--- src/rtl/ras_ctrl.sv ---
// Return-address stack for fetch-stage jalr prediction.
// Circular stack with saturating occupancy and one-deep undo of the most
// recent push/pop when the instruction that caused it is flushed.
module ras_ctrl #(
  parameter int DEPTH = 8
) (
  input  logic                       clk,
  input  logic                       rst,
  input  logic                       stall,
  input  logic                       push,
  input  logic [31:0]                push_addr,
  input  logic                       pop,
  input  logic                       rollback_push,
  input  logic                       rollback_pop,
  output logic [31:0]                top_addr,
  output logic                       top_valid,
  output logic [$clog2(DEPTH+1)-1:0] count,
  output logic                       overflow,
  output logic                       underflow
);

  localparam int PTR_W = $clog2(DEPTH);
  localparam int CNT_W = $clog2(DEPTH + 1);
  localparam logic [CNT_W-1:0] FULL_CNT = CNT_W'(DEPTH);

  logic [31:0]      mem_reg [DEPTH];
  logic [PTR_W-1:0] tp_reg, tp_next;
  logic [CNT_W-1:0] count_reg, count_next;
  logic [31:0]      shadow_reg, shadow_next;
  logic             overflow_reg, overflow_next;
  logic             underflow_reg, underflow_next;

  logic             wr_en;
  logic [PTR_W-1:0] wr_idx;
  logic [31:0]      wr_data;
  logic [DEPTH-1:0] wr_sel;

  logic [PTR_W-1:0] tp_inc, tp_dec;
  logic             empty, full;

  assign tp_inc = tp_reg + 1'b1;
  assign tp_dec = tp_reg - 1'b1;
  assign empty  = (count_reg == '0);
  assign full   = (count_reg == FULL_CNT);

  // Next-state decode: rollback outranks push/pop, stall only gates push/pop.
  always_comb begin
    tp_next        = tp_reg;
    count_next     = count_reg;
    shadow_next    = shadow_reg;
    overflow_next  = 1'b0;
    underflow_next = 1'b0;
    wr_en          = 1'b0;
    wr_idx         = tp_reg;
    wr_data        = push_addr;

    if (rollback_push && rollback_pop) begin
      // Undo a push+pop: restore the entry that was replaced in place.
      wr_en   = 1'b1;
      wr_idx  = tp_reg;
      wr_data = shadow_reg;
    end else if (rollback_push) begin
      if (!empty) begin
        tp_next    = tp_dec;
        count_next = count_reg - 1'b1;
      end
    end else if (rollback_pop) begin
      // Re-push the last popped address; saturates silently when full.
      wr_en   = 1'b1;
      wr_idx  = tp_inc;
      wr_data = shadow_reg;
      tp_next = tp_inc;
      if (!full) begin
        count_next = count_reg + 1'b1;
      end
    end else if (!stall) begin
      if (push && pop && !empty) begin
        // Return-and-call: swap the top entry, remembering the old one.
        shadow_next = mem_reg[tp_reg];
        wr_en       = 1'b1;
        wr_idx      = tp_reg;
      end else if (push) begin
        // Plain push, or push+pop on an empty stack (which also underflows).
        wr_en          = 1'b1;
        wr_idx         = tp_inc;
        tp_next        = tp_inc;
        underflow_next = pop;
        if (full) begin
          overflow_next = 1'b1;
        end else begin
          count_next = count_reg + 1'b1;
        end
      end else if (pop) begin
        if (empty) begin
          underflow_next = 1'b1;
        end else begin
          shadow_next = mem_reg[tp_reg];
          tp_next     = tp_dec;
          count_next  = count_reg - 1'b1;
        end
      end
    end
  end

  // One-hot write select per stack entry.
  for (genvar gi = 0; gi < DEPTH; gi++) begin : g_wr_sel
    assign wr_sel[gi] = wr_en && (wr_idx == PTR_W'(gi));
  end

  // Stack storage; cleared on reset so an empty stack reads as zero.
  always_ff @(posedge clk) begin
    for (int i = 0; i < DEPTH; i++) begin
      if (rst) begin
        mem_reg[i] <= '0;
      end else if (wr_sel[i]) begin
        mem_reg[i] <= wr_data;
      end
    end
  end

  // Pointer, occupancy, undo shadow and event pulse registers.
  always_ff @(posedge clk) begin
    if (rst) begin
      tp_reg        <= '0;
      count_reg     <= '0;
      shadow_reg    <= '0;
      overflow_reg  <= 1'b0;
      underflow_reg <= 1'b0;
    end else begin
      tp_reg        <= tp_next;
      count_reg     <= count_next;
      shadow_reg    <= shadow_next;
      overflow_reg  <= overflow_next;
      underflow_reg <= underflow_next;
    end
  end

  assign top_addr  = mem_reg[tp_reg];
  assign top_valid = !empty;
  assign count     = count_reg;
  assign overflow  = overflow_reg;
  assign underflow = underflow_reg;

endmodule

--- config.mk ---
export PLATFORM = sky130hd
export DESIGN_NAME = ras_ctrl
export DESIGN_NICKNAME = d
export VERILOG_FILES = /design/src/rtl/ras_ctrl.sv
export SDC_FILE = /design/constraint.sdc
export NUM_CORES = 1
export LEC_CHECK = 0
export ABC_AREA = 1
export BUFFER_PORTS_ARGS = -buffer_cell sky130_fd_sc_hd__buf_2
export CAP_MARGIN = 20
export CORE_AREA = 2 2 179 181
export DETAILED_ROUTE_END_ITERATION = 10
export DIE_AREA = 0 0 181 183
export GPL_ROUTABILITY_DRIVEN = 0
export PLACE_DENSITY = 0.58
export REMOVE_ABC_BUFFERS = 1
export SLEW_MARGIN = 30
export SYNTH_ARGS = -nofsm -noshare
export SYNTH_HDL_FRONTEND = slang
export SYNTH_SLANG_ARGS = --single-unit
--- constraint.sdc ---
create_clock -name clk -period 7.31 [get_ports clk]
set_clock_uncertainty 0.1 [all_clocks]
set_input_delay 1.462 -clock clk [delete_from_list [all_inputs] [get_ports clk]]
set_output_delay 1.462 -clock clk [all_outputs]
set_load 0.005 [all_outputs]
==> impl_metrics.py <==
metrics = {
    "sta": {
        "worst_pin_slew_ns": 0.9170,
        "finalSetupViolCount": 0,
        "fin_crit_sh_pct": 62.59,
        "timing.slew.headroom_pct": 38.65,
        "timing.setup.tns_ns": 0,
        "finalMaxSlewViolations": 0,
        "hold_viol": 0,
        "max_freq_mhz": 218.6,
        "rsz0062_at_grt": "false",
        "min_period_ns": 4.575,
    },
    "cells_and_area": {
        "final_nets": 1474,
        "diodes": 0,
        "multi_input_comb_area_um2": 4404,
        "area_growth_pct": 11.27,
        "fill_cells": 2931,
        "largest_register_ff_count": 256,
        "final-seq-area_um2": 8576,
        "drive_gt1_share_pct": 12.36,
    },
    "setup_path": {
        "crit_path_start_kind": "flip-flop",
        "cp-endpoint": "top_addr[20]",
        "reg2reg_depth": 12,
        "timing.rr.end": "mem_reg[6][14]",
        "worstPathMaxFanout": 71,
        "cp.required_ns": 5.75,
        "r2r_start": "count[0]",
        "cp.arrival_ns": 3.01,
        "reg2reg_slack_ns": 4.63,
        "path_class": "reg -> out",
        "worst_setup_path_end_kind": "output pin",
    },
    "power": {
        "peakVddDrop_mv": 0.1587,
        "p_leak_nw": 6.081,
        "p_total_w": 0.004544,
        "p_per_area_nw_per_um2": 295.8,
    },
    "floorplan": {
        "fp-row-count": 65,
        "die_x_um": 181,
        "initial_core_util_pct": 44.21,
        "die-area_um2": 33120,
        "fp.coreArea_um2": 31230,
        "num_io_pins": 78,
        "die_h_um": 183,
    },
    "yosys": {
        "synth-edff-count": 256,
        "syn_area_um2": 13810,
        "synthTopCellsByCount": "457 x nor2_1, 256 x edfxtp_1, 190 x o21ai_0",
        "synth-seq-cells": 300,
        "yosysMostFrequentCell": "nor2_1",
        "ys_warn_count": 0,
        "yosysSeqAreaShare_pct": 62.05,
        "avgSynthCellArea_um2": 9.934,
        "synth_largest_area_cell": "edfxtp_1",
        "syn_inst": 1390,
        "synth_cell_type_count": 30,
        "ys_top_cells_by_area": "edfxtp_1 56%, nor2_1 12%, o21ai_0 6.9%, dfxtp_1 6.4%, mux2i_1 2.3%",
        "async_reset_ff_share_pct": 0,
        "synth_flop_cell": "edfxtp_1",
        "yosys.area.top_type_share_pct": 55.67,
    },
    "drt": {
        "detail_route.wl_per_cell_um": 17.78,
        "postRouteAntennaNets": 0,
        "drc_errors": 0,
        "dr.pass1.iters": 5,
        "vias_per_cell": 5.254,
        "dr.first_iter.drc_count": 774,
        "drt-total-wl_mm": 33.04,
        "dr_total_vias": 9762,
    },
    "min_path": {
        "hold_class": "reg -> reg",
    },
    "clocking": {
        "clk_pin_slew_ns": 0.06,
        "cts_hold_buf": 0,
        "clock_sinks": 300,
        "clockRootBuffer": "clkbuf_16",
        "cts_tree": "done",
        "clk_latency_ns": 0.50,
        "htreeDepth": 2,
        "post_cts_buffers": 0,
        "clk_path_buf_depth": 3,
        "cts_buffers": 34,
        "ctsResizeCount": 0,
    },
    "grt": {
        "grt_max_degree": 81,
        "grt_pass1_wl_mm": 52.37,
        "antenna_found_initial": 0,
        "grt_pass1_vias": 9428,
        "grt_overflow": 0,
        "grt.total_usage_pct": 20.18,
    },
    "status": {
        "status": "complete, no violations",
    },
    "placed_design": {
        "portBuffers": 77,
        "dp_hpwl_mm": 17.15,
    },
    "job": {
        "maxCapViolations": 0,
    },
}
how the worst min path moves through the flow:
stage,endpoint,cells after the start,slack (ns),start
finish,shadow_reg[5],2,0.42,shadow_reg[5]
global route,shadow_reg[9],2,0.45,shadow_reg[9]
floorplan,flip-flop,2,0.38,tp_reg[1]
detailed placement,shadow_reg[10],2,0.41,shadow_reg[10]
CTS,shadow_reg[5],2,0.42,shadow_reg[5]
global placement,shadow_reg[9],2,0.40,shadow_reg[9]
cell usage in the layout, fill, tap and decap left out, drive strengths merged:
cell type	synthesis	routed
nand3	17	17
dfxtp	44	44
inv	87	86
or2	1	1
nand2	77	77
xor2	5	5
buf	54	94
a21oi	37	37
a21boi	1	1
nor4	2	2
mux2i	32	32
ha	4	4
nor3	1	1
edfxtp	256	256
o21a	32	32
nor2	465	465
clkinv	0	8
o21ai	240	240
clkbuf	35	54
logic make-up (layout without fill, tap and decap cells):
logic type / after synthesis / count (layout) / share of synthesized area (%)
mux: 32 / 32 / 2.320
compound gates: 310 / 310 / 11.83
fa+ha+maj: 4 / 4 / 0.3625
flops: 300 / 300 / 62.05
simple gates: 563 / 563 / 16.74
xor+xnor: 5 / 5 / 0.3171
buf+inv: 176 / 242 / 6.379
worst max-delay path: stages (launching register included):
cell     delay (ns)
dfxtp_4        0.77
buf_4          0.73
nor2_1         0.11
nor2_1         0.10
o21ai_0        0.09
o21ai_1        0.12
inv_1          0.05
o21a_1         0.22
inv_1          0.07
buf_2          0.10
per-stage QoR:
| step | hold slack, ns | worst slack (ns) | cell area [µm²] | cells | utilization, % |
|---|---|---|---|---|---|
| after global placement | 0.4042 | 3.243 | 14320 | 1797 | 45.87 |
| after global routing | 0.4537 | 2.539 | 15360 | 1858 | 49.20 |
| after detailed placement | 0.4122 | 3.207 | 14320 | 1797 | 45.87 |
| after CTS | 0.4246 | 2.765 | 15360 | 1858 | 49.20 |
| final | 0.4227 | 2.735 | 15360 | 1858 | 49.20 |
| after floorplan | 0.3808 | 1.686 | 13250 | 1301 | - |
where the power goes:
| part | total [W] | internal, W | switching (W) |
|---|---|---|---|
| Clock | 0.00160 | 0.000946 | 0.000653 |
| Sequential | 0.00208 | 0.00201 | 0.0000775 |
| Combinational | 0.000860 | 0.000283 | 0.000577 |
| Total | 0.00454 | 0.00324 | 0.00131 |
routing by layer:
layer	global-route usage, %	vias up	share of wire [%]	wire length [µm]
met5	0	-	0	0
met4	5.073	0	1.9	627
met3	2.998	53	5.1	1691
met2	33.85	238	47	15600
met1	27.75	4722	46	15130
li1	-	4749	-	-
final cells by class:
class / instances / share of cell area (%)
Clock buffer: 54 / 6.572
Tap cell: 402 / 3.274
Inverter: 87 / 2.134
Multi-Input combinational cell: 914 / 28.66
Timing Repair Buffer: 94 / 3.339
Clock inverter: 7 / 0.2036
Sequential cell: 300 / 55.81
No activity file was read; power rests on OpenSTA's default activity.
